--- config.mk ---
export PLATFORM = sky130hd
export DESIGN_NAME = power_trigger_mc
export DESIGN_NICKNAME = d
export VERILOG_FILES = /design/src/rtl/power_trigger_mc.sv
export SDC_FILE = /design/constraint.sdc
export NUM_CORES = 1
export LEC_CHECK = 0
export ABC_AREA = 1
export BUFFER_PORTS_ARGS = -buffer_cell sky130_fd_sc_hd__buf_2
export CORE_MARGIN = 2
export CORE_UTILIZATION = 41
export CTS_CLUSTER_SIZE = 28
export DETAILED_ROUTE_END_ITERATION = 8
export PLACE_DENSITY_LB_ADDON = 0.15
export REMOVE_ABC_BUFFERS = 1
export SLEW_MARGIN = 20
export SYNTH_ARGS = -nofsm -noshare
export SYNTH_HDL_FRONTEND = slang
export SYNTH_SLANG_ARGS = --single-unit
--- constraint.sdc ---
create_clock -name clock -period 4.64 [get_ports clock]
set_clock_uncertainty 0.1 [all_clocks]
set_input_delay 0.928 -clock clock [delete_from_list [all_inputs] [get_ports clock]]
set_output_delay 0.928 -clock clock [all_outputs]
set_load 0.02 [all_outputs]
--- src/rtl/power_trigger_mc.sv ---
// rtl/power_trigger_mc.sv - multi-channel |I|+|Q| moving-average packet power trigger with hysteresis
// Optional feature macro POWER_TRIGGER_PEAK_EN adds the peak_power port and per-channel peak tracking.
module power_trigger_mc #(
  parameter int         NUM_CH            = 2,
  parameter int         SAMPLE_W          = 16,
  parameter int         AVG_LOG2          = 4,
  parameter logic [7:0] SR_POWER_THRES    = 8'd3,
  parameter logic [7:0] SR_POWER_WINDOW   = 8'd4,
  parameter logic [7:0] SR_SKIP_SAMPLE    = 8'd5,
  parameter logic [7:0] SR_POWER_THRES_LO = 8'd6,
  parameter logic [7:0] SR_POWER_MODE     = 8'd7
) (
  input  logic                           clock,
  input  logic                           reset_n,
  input  logic                           enable,
  input  logic                           set_stb,
  input  logic [7:0]                     set_addr,
  input  logic [31:0]                    set_data,
  input  logic [NUM_CH*2*SAMPLE_W-1:0]   sample_in,
  input  logic                           sample_in_strobe,
  output logic [NUM_CH-1:0]              trigger_ch,
  output logic                           trigger
`ifdef POWER_TRIGGER_PEAK_EN
  ,
  output logic [NUM_CH*(SAMPLE_W+1)-1:0] peak_power
`endif
);
  localparam int MAG_W = SAMPLE_W + 1;
  localparam int SUM_W = MAG_W + AVG_LOG2;
  localparam int DEPTH = 1 << AVG_LOG2;

  typedef enum logic [1:0] {ST_SKIP, ST_IDLE, ST_PACKET} state_t;

  logic        accept;
  logic [15:0] thres_hi_q, thres_lo_q, window_q, thres_lo_eff;
  logic [31:0] num_skip_q, skip_cnt_q;
  logic        mode_q, mode_act_q, flush_pend_q, skip_done, trigger_q;

  logic [SAMPLE_W-2:0] abs_i_q [NUM_CH];
  logic [SAMPLE_W-2:0] abs_q_q [NUM_CH];
  logic [MAG_W-1:0]    dl_q    [NUM_CH][DEPTH];
  logic [SUM_W-1:0]    sum_q   [NUM_CH];
  logic [SUM_W-1:0]    sum_d   [NUM_CH];
  logic [MAG_W-1:0]    mag     [NUM_CH];
  logic [MAG_W-1:0]    avg     [NUM_CH];
  logic [NUM_CH-1:0]   avg_gt_hi, avg_lt_lo, trig_ch_q;
  logic [15:0]         low_cnt_q [NUM_CH];
  state_t              st_q      [NUM_CH];
`ifdef POWER_TRIGGER_PEAK_EN
  logic [MAG_W-1:0]    peak_q    [NUM_CH];
`endif

  // abs(-2^(W-1)) would need W bits; saturate so |I|+|Q| stays within W+1 bits
  function automatic logic [SAMPLE_W-2:0] sat_abs(input logic [SAMPLE_W-1:0] x);
    if (!x[SAMPLE_W-1]) return x[SAMPLE_W-2:0];
    if (x[SAMPLE_W-2:0] == '0) return '1;
    return (SAMPLE_W-1)'(-x);
  endfunction

  assign accept       = enable & sample_in_strobe;
  assign thres_lo_eff = (thres_lo_q < thres_hi_q) ? thres_lo_q : thres_hi_q;
  assign skip_done    = (33'(skip_cnt_q) + 33'd1) >= 33'(num_skip_q);

  always_comb begin
    for (int c = 0; c < NUM_CH; c++) begin
      mag[c]       = MAG_W'(abs_i_q[c]) + MAG_W'(abs_q_q[c]);
      sum_d[c]     = sum_q[c] + SUM_W'(mag[c]) - SUM_W'(dl_q[c][DEPTH-1]);
      avg[c]       = MAG_W'(sum_q[c] >> AVG_LOG2);
      avg_gt_hi[c] = 32'(avg[c]) > 32'(thres_hi_q);
      avg_lt_lo[c] = 32'(avg[c]) < 32'(thres_lo_eff);
    end
  end

  always_ff @(posedge clock or negedge reset_n) begin
    if (!reset_n) begin
      thres_hi_q   <= 16'd100;
      thres_lo_q   <= 16'd80;
      window_q     <= 16'd80;
      num_skip_q   <= '0;
      mode_q       <= 1'b0;
      flush_pend_q <= 1'b0;
    end else begin
      if (set_stb) begin
        case (set_addr)
          SR_POWER_THRES:    thres_hi_q <= set_data[15:0];
          SR_POWER_THRES_LO: thres_lo_q <= set_data[15:0];
          SR_POWER_WINDOW:   window_q   <= set_data[15:0];
          SR_SKIP_SAMPLE:    num_skip_q <= set_data;
          SR_POWER_MODE:     mode_q     <= set_data[0];
          default: ;
        endcase
      end
      // a skip write is remembered until the next accept performs the flush
      if (set_stb && set_addr == SR_SKIP_SAMPLE) flush_pend_q <= 1'b1;
      else if (accept)                           flush_pend_q <= 1'b0;
    end
  end

  always_ff @(posedge clock or negedge reset_n) begin
    if (!reset_n) begin
      skip_cnt_q <= '0;
      mode_act_q <= 1'b0;
      trig_ch_q  <= '0;
      for (int c = 0; c < NUM_CH; c++) begin
        abs_i_q[c]   <= '0;
        abs_q_q[c]   <= '0;
        sum_q[c]     <= '0;
        low_cnt_q[c] <= '0;
        st_q[c]      <= ST_SKIP;
        for (int d = 0; d < DEPTH; d++) dl_q[c][d] <= '0;
`ifdef POWER_TRIGGER_PEAK_EN
        peak_q[c]    <= '0;
`endif
      end
    end else if (accept) begin
      mode_act_q <= mode_q;
      for (int c = 0; c < NUM_CH; c++) begin
        abs_i_q[c] <= sat_abs(sample_in[c*2*SAMPLE_W + 2*SAMPLE_W-1 -: SAMPLE_W]);
        abs_q_q[c] <= sat_abs(sample_in[c*2*SAMPLE_W + SAMPLE_W-1 -: SAMPLE_W]);
      end
      if (flush_pend_q) begin
        skip_cnt_q <= '0;
        trig_ch_q  <= '0;
        for (int c = 0; c < NUM_CH; c++) begin
          sum_q[c]     <= '0;
          low_cnt_q[c] <= '0;
          st_q[c]      <= ST_SKIP;
          for (int d = 0; d < DEPTH; d++) dl_q[c][d] <= '0;
`ifdef POWER_TRIGGER_PEAK_EN
          peak_q[c]    <= '0;
`endif
        end
      end else begin
        if (st_q[0] == ST_SKIP && !skip_done) skip_cnt_q <= skip_cnt_q + 32'd1;
        for (int c = 0; c < NUM_CH; c++) begin
          sum_q[c]   <= sum_d[c];
          dl_q[c][0] <= mag[c];
          for (int d = 1; d < DEPTH; d++) dl_q[c][d] <= dl_q[c][d-1];
          case (st_q[c])
            ST_SKIP: if (skip_done) st_q[c] <= ST_IDLE;
            ST_IDLE: begin
              if (avg_gt_hi[c]) begin
                trig_ch_q[c] <= 1'b1;
                low_cnt_q[c] <= '0;
                st_q[c]      <= ST_PACKET;
`ifdef POWER_TRIGGER_PEAK_EN
                peak_q[c]    <= avg[c];
`endif
              end
            end
            ST_PACKET: begin
`ifdef POWER_TRIGGER_PEAK_EN
              if (avg[c] > peak_q[c]) peak_q[c] <= avg[c];
`endif
              if (avg_lt_lo[c]) begin
                if (low_cnt_q[c] >= window_q) begin
                  trig_ch_q[c] <= 1'b0;
                  st_q[c]      <= ST_IDLE;
                end else if (low_cnt_q[c] != 16'hFFFF) begin
                  low_cnt_q[c] <= low_cnt_q[c] + 16'd1;
                end
              end else begin
                low_cnt_q[c] <= '0;
              end
            end
            default: st_q[c] <= ST_SKIP;
          endcase
        end
      end
    end
  end

  // combined trigger follows trigger_ch every clock, not only on accepts
  always_ff @(posedge clock or negedge reset_n) begin
    if (!reset_n) trigger_q <= 1'b0;
    else          trigger_q <= mode_act_q ? (&trig_ch_q) : (|trig_ch_q);
  end

  assign trigger_ch = trig_ch_q;
  assign trigger    = trigger_q;

`ifdef POWER_TRIGGER_PEAK_EN
  always_comb begin
    peak_power = '0;
    for (int c = 0; c < NUM_CH; c++) peak_power[c*MAG_W +: MAG_W] = peak_q[c];
  end
`endif

endmodule
==> out/qor.csv <==
metric,value,unit
status,completed,
final-instance-count-excl-fill,5665,
postCtsHoldBufs,0,
drtAntennaViolNets,0,
wl_per_cell,15.3,um
crit_buf_inv,4,
drtIter0Drc,1694,
row_count,111,
clock_path_buffers,3,
cts_tree,done,
finalSetupTns,0,ns
cp_common_cell,nand3_2,
crit_path_end_kind,register,
setup_violations,0,
utilization,47.5,%
rr_worst_depth,26,
clock-sinks,768,
final_nets,4713,
timing.final.crit_share,93.3,%
hold_class,in -> async,
die_w,309,um
netlist_area,0.0380,mm2
gp_congestion,0.875,
relSlewSlack,32.9,%
place_area,0.0403,mm2
crit_slowest_cell,dfrtp_1,
async_flop_share,100,%
finalWorstPathRequiredPeriod,4.33,ns
synth_edf_count,0,
power_leakage,20.7,nW
cp.arrival,4.74,ns
clock-root-buffer,clkbuf_16,
grt-ovfl-total,0,
vias,28236,
worst_ep_required_time,5.04,ns
portBuffers,111,
critical_path_class,reg -> reg,
cp_num_cells,26,
final_hold_viol_count,0,
h-tree-depth,3,
cts_made_buffers,87,
stdcell_area,0.0436,mm2
grt_pass1_vias,27859,
drt_pass1_iterations,5,
dp_hpwl,58.9,mm
die_y,309,um
ys_seq_area_share,50.6,%
grt_first_pass_wirelength,145,mm
synth_cell_type_count,57,
grt_antenna_before_repair,0,
io_pins,112,
dieArea,0.0952,mm2
fmax,0.231,GHz
drive_above_1_share,10.0,%
synth_ff_type,dfrtp_1,
syn2layout_area_growth,14.8,%
grt_max_degree,153,
drt_wl_total,86.9,mm
dp_cells,5498,
tightestPinTransition,1.01,ns
avgSynthCellArea,8.97,um2
worstSkewPairLatency,0.65,ns
critPathMaxFanout,10,
yosys_warnings,0,
track_usage,18.5,%
ys_ff_latch,768,
n_antenna_cell,0,
drc,0,
cp-start-kind,register,
ir_drop,0.000383,V
start_util,41.4,%
p_per_area,615,mW/mm2
maxCapViolations,0,
core_area,0.0918,mm2
path_clk_slew,0.05,ns
max_stage_delay,0.37,ns
netlist_instances,4240,
fillers,8794,
path_delay_family,simple AND/OR/NAND/NOR gates,
slew_violations,0,
viasPerCell,4.98,
worst register-to-register path: stages, from the launching register on:
cell and delay (ns):
dfrtp_1 0.37, ha_2 0.21, nand3_2 0.10, inv_2 0.08, nand4_2 0.09, nor2_2 0.16, nand3_2 0.11, nor2_4 0.13
nand4_1 0.12, nor2_2 0.17, nand4_1 0.21, buf_4 0.22, nor3_2 0.12, xor2_1 0.25, inv_1 0.12, ha_4 0.23
a21oi_1 0.15, o211ai_1 0.11, a21oi_2 0.16, o21ai_2 0.11, nor3b_2 0.22, nand3_2 0.09, nand2_1 0.11, nand2_4 0.14
clkbuf_16 0.22, nand2_1 0.06, o31ai_1 0.06
power breakdown:
group	internal, mW	leakage (nW)	switching [mW]
clock	4.08	1.41	2.80
sequential	8.25	9.98	0.842
combinational	4.27	9.28	6.58
flip-flops by register name, indices dropped and copies added, names as in the netlist:
signal        flops
thres_hi_q       16
thres_lo_q       16
dl_q            512
abs_i_q          30
mode_q            1
mode_act_q        1
num_skip_q       32
window_q         16
trigger_ch        2
avg              34
flush_pend_q      1
abs_q_q          30
skip_cnt_q       32
trigger           1
sum_q             8
low_cnt_q        32
st_q              4
area by class of cell:
type / instances / area [um2] / area share [%]
Clock inverter: 27 / 320 / 0.734
Timing Repair Buffer: 202 / 1510 / 3.46
Clock buffer: 130 / 2580 / 5.91
Multi-Input combinational cell: 2450 / 15300 / 35.0
Sequential cell: 768 / 19200 / 44.1
Tap cell: 1243 / 1560 / 3.56
Inverter: 845 / 3190 / 7.30
worst paths after layout:
path                          startpoint             to  slack [ns]
max                        skip_cnt_q[1]  skip_cnt_q[4]        0.31
min                              reset_n      dl_q[486]        0.29
max reg2reg                skip_cnt_q[1]  skip_cnt_q[4]        0.31
min reg2reg                num_skip_q[9]  num_skip_q[9]        0.38
max in group asynchronous        reset_n  low_cnt_q[12]        3.13
min in group clock         num_skip_q[9]  num_skip_q[9]        0.38
layout by cell type, fill, tap and decap left out, types with 15 or more instances in the layout:
| cell type | synthesis | final |
|---|---|---|
| inv_1 | 837 | 835 |
| dfrtp_1 | 761 | 761 |
| nand2_1 | 585 | 577 |
| o22ai_1 | 497 | 497 |
| ha_1 | 216 | 207 |
| nor2_1 | 214 | 205 |
| a21oi_1 | 205 | 196 |
| o21ai_0 | 209 | 192 |
| buf_2 | 7 | 110 |
| clkbuf_16 | 0 | 91 |
| nand3_1 | 79 | 77 |
| xor2_1 | 76 | 71 |
| buf_4 | 1 | 70 |
| nand4_1 | 60 | 60 |
| nor3_1 | 59 | 54 |
| o31ai_1 | 40 | 40 |
| xnor2_1 | 34 | 34 |
| fa_1 | 34 | 33 |
| o21ai_1 | 24 | 32 |
| clkbuf_8 | 0 | 22 |
| clkbuf_1 | 152 | 20 |
| buf_12 | 0 | 16 |
| a31oi_1 | 15 | 15 |
metrics by stage:
step / hold WS [ns] / worst slack [ns] / power [mW]
finish: 0.287 / 0.309 / 26.8
global route: 0.310 / -0.0250 / 29.1
CTS: 0.271 / 0.0450 / 26.5
detailed placement: 0.373 / 0.0707 / 19.4
global placement: 0.366 / 0.110 / 19.3
floorplan: 0.322 / -4.83 / 16.6
Yosys cell counts (2+ instances only):
library cell  instances  area (um2)
inv_1               837        3140
ha_1                216        2700
nor2_1              214         803
a31oi_1              15        93.8
a32oi_1               4        35.0
a21oi_2               3        26.3
a21oi_1             205        1030
nand2_1             585        2200
buf_6                 3        33.8
o21a_1               11        82.6
o22ai_1             497        3110
inv_2                 6        22.5
nor3_1               59         295
a31o_2                3        26.3
nand3_1              79         395
clkinv_1              2        7.51
dfrtp_1             761       19000
nor4_1               12        75.1
o211ai_1              7        52.6
buf_2                 7        35.0
o22a_1               12         105
xnor2_1              34         298
fa_1                 34         681
nand4_2               2        25.0
o21ai_0             209        1050
o21ai_1              24         120
clkbuf_1            152         571
nand3b_1              3        22.5
nand4_1              60         375
a211oi_1              5        37.5
dfstp_2               7         184
xor2_1               76         666
nor3b_1               5        37.5
or2_2                 8        50.1
o31ai_1              40         300
buf_1                14        52.6
o21bai_1              6        45.0
a22o_1                4        35.0
logic make-up after synthesis:
kind of cell / count (synthesis) / share of synthesized area [%]
buf+inv: 1022 / 10.2
fa+ha+maj: 250 / 8.90
simple gates: 1038 / 11.5
flops: 768 / 50.6
xor+xnor: 110 / 2.53
compound gates: 1052 / 16.3
layer usage:
metal,global-route usage [%],share of wire [%],up-vias
li1,-,-,14309
met1,26.9,50,13501
met2,29.5,46,313
met3,2.59,2.8,113
met4,4.23,1.8,0
met5,0,0,-
timing repair:
item,CTS,global route
setup buffers,0,5
gates resized for setup,0,87
endpoints found under the setup margin,0,65
Power figures use the tool's default switching activity.
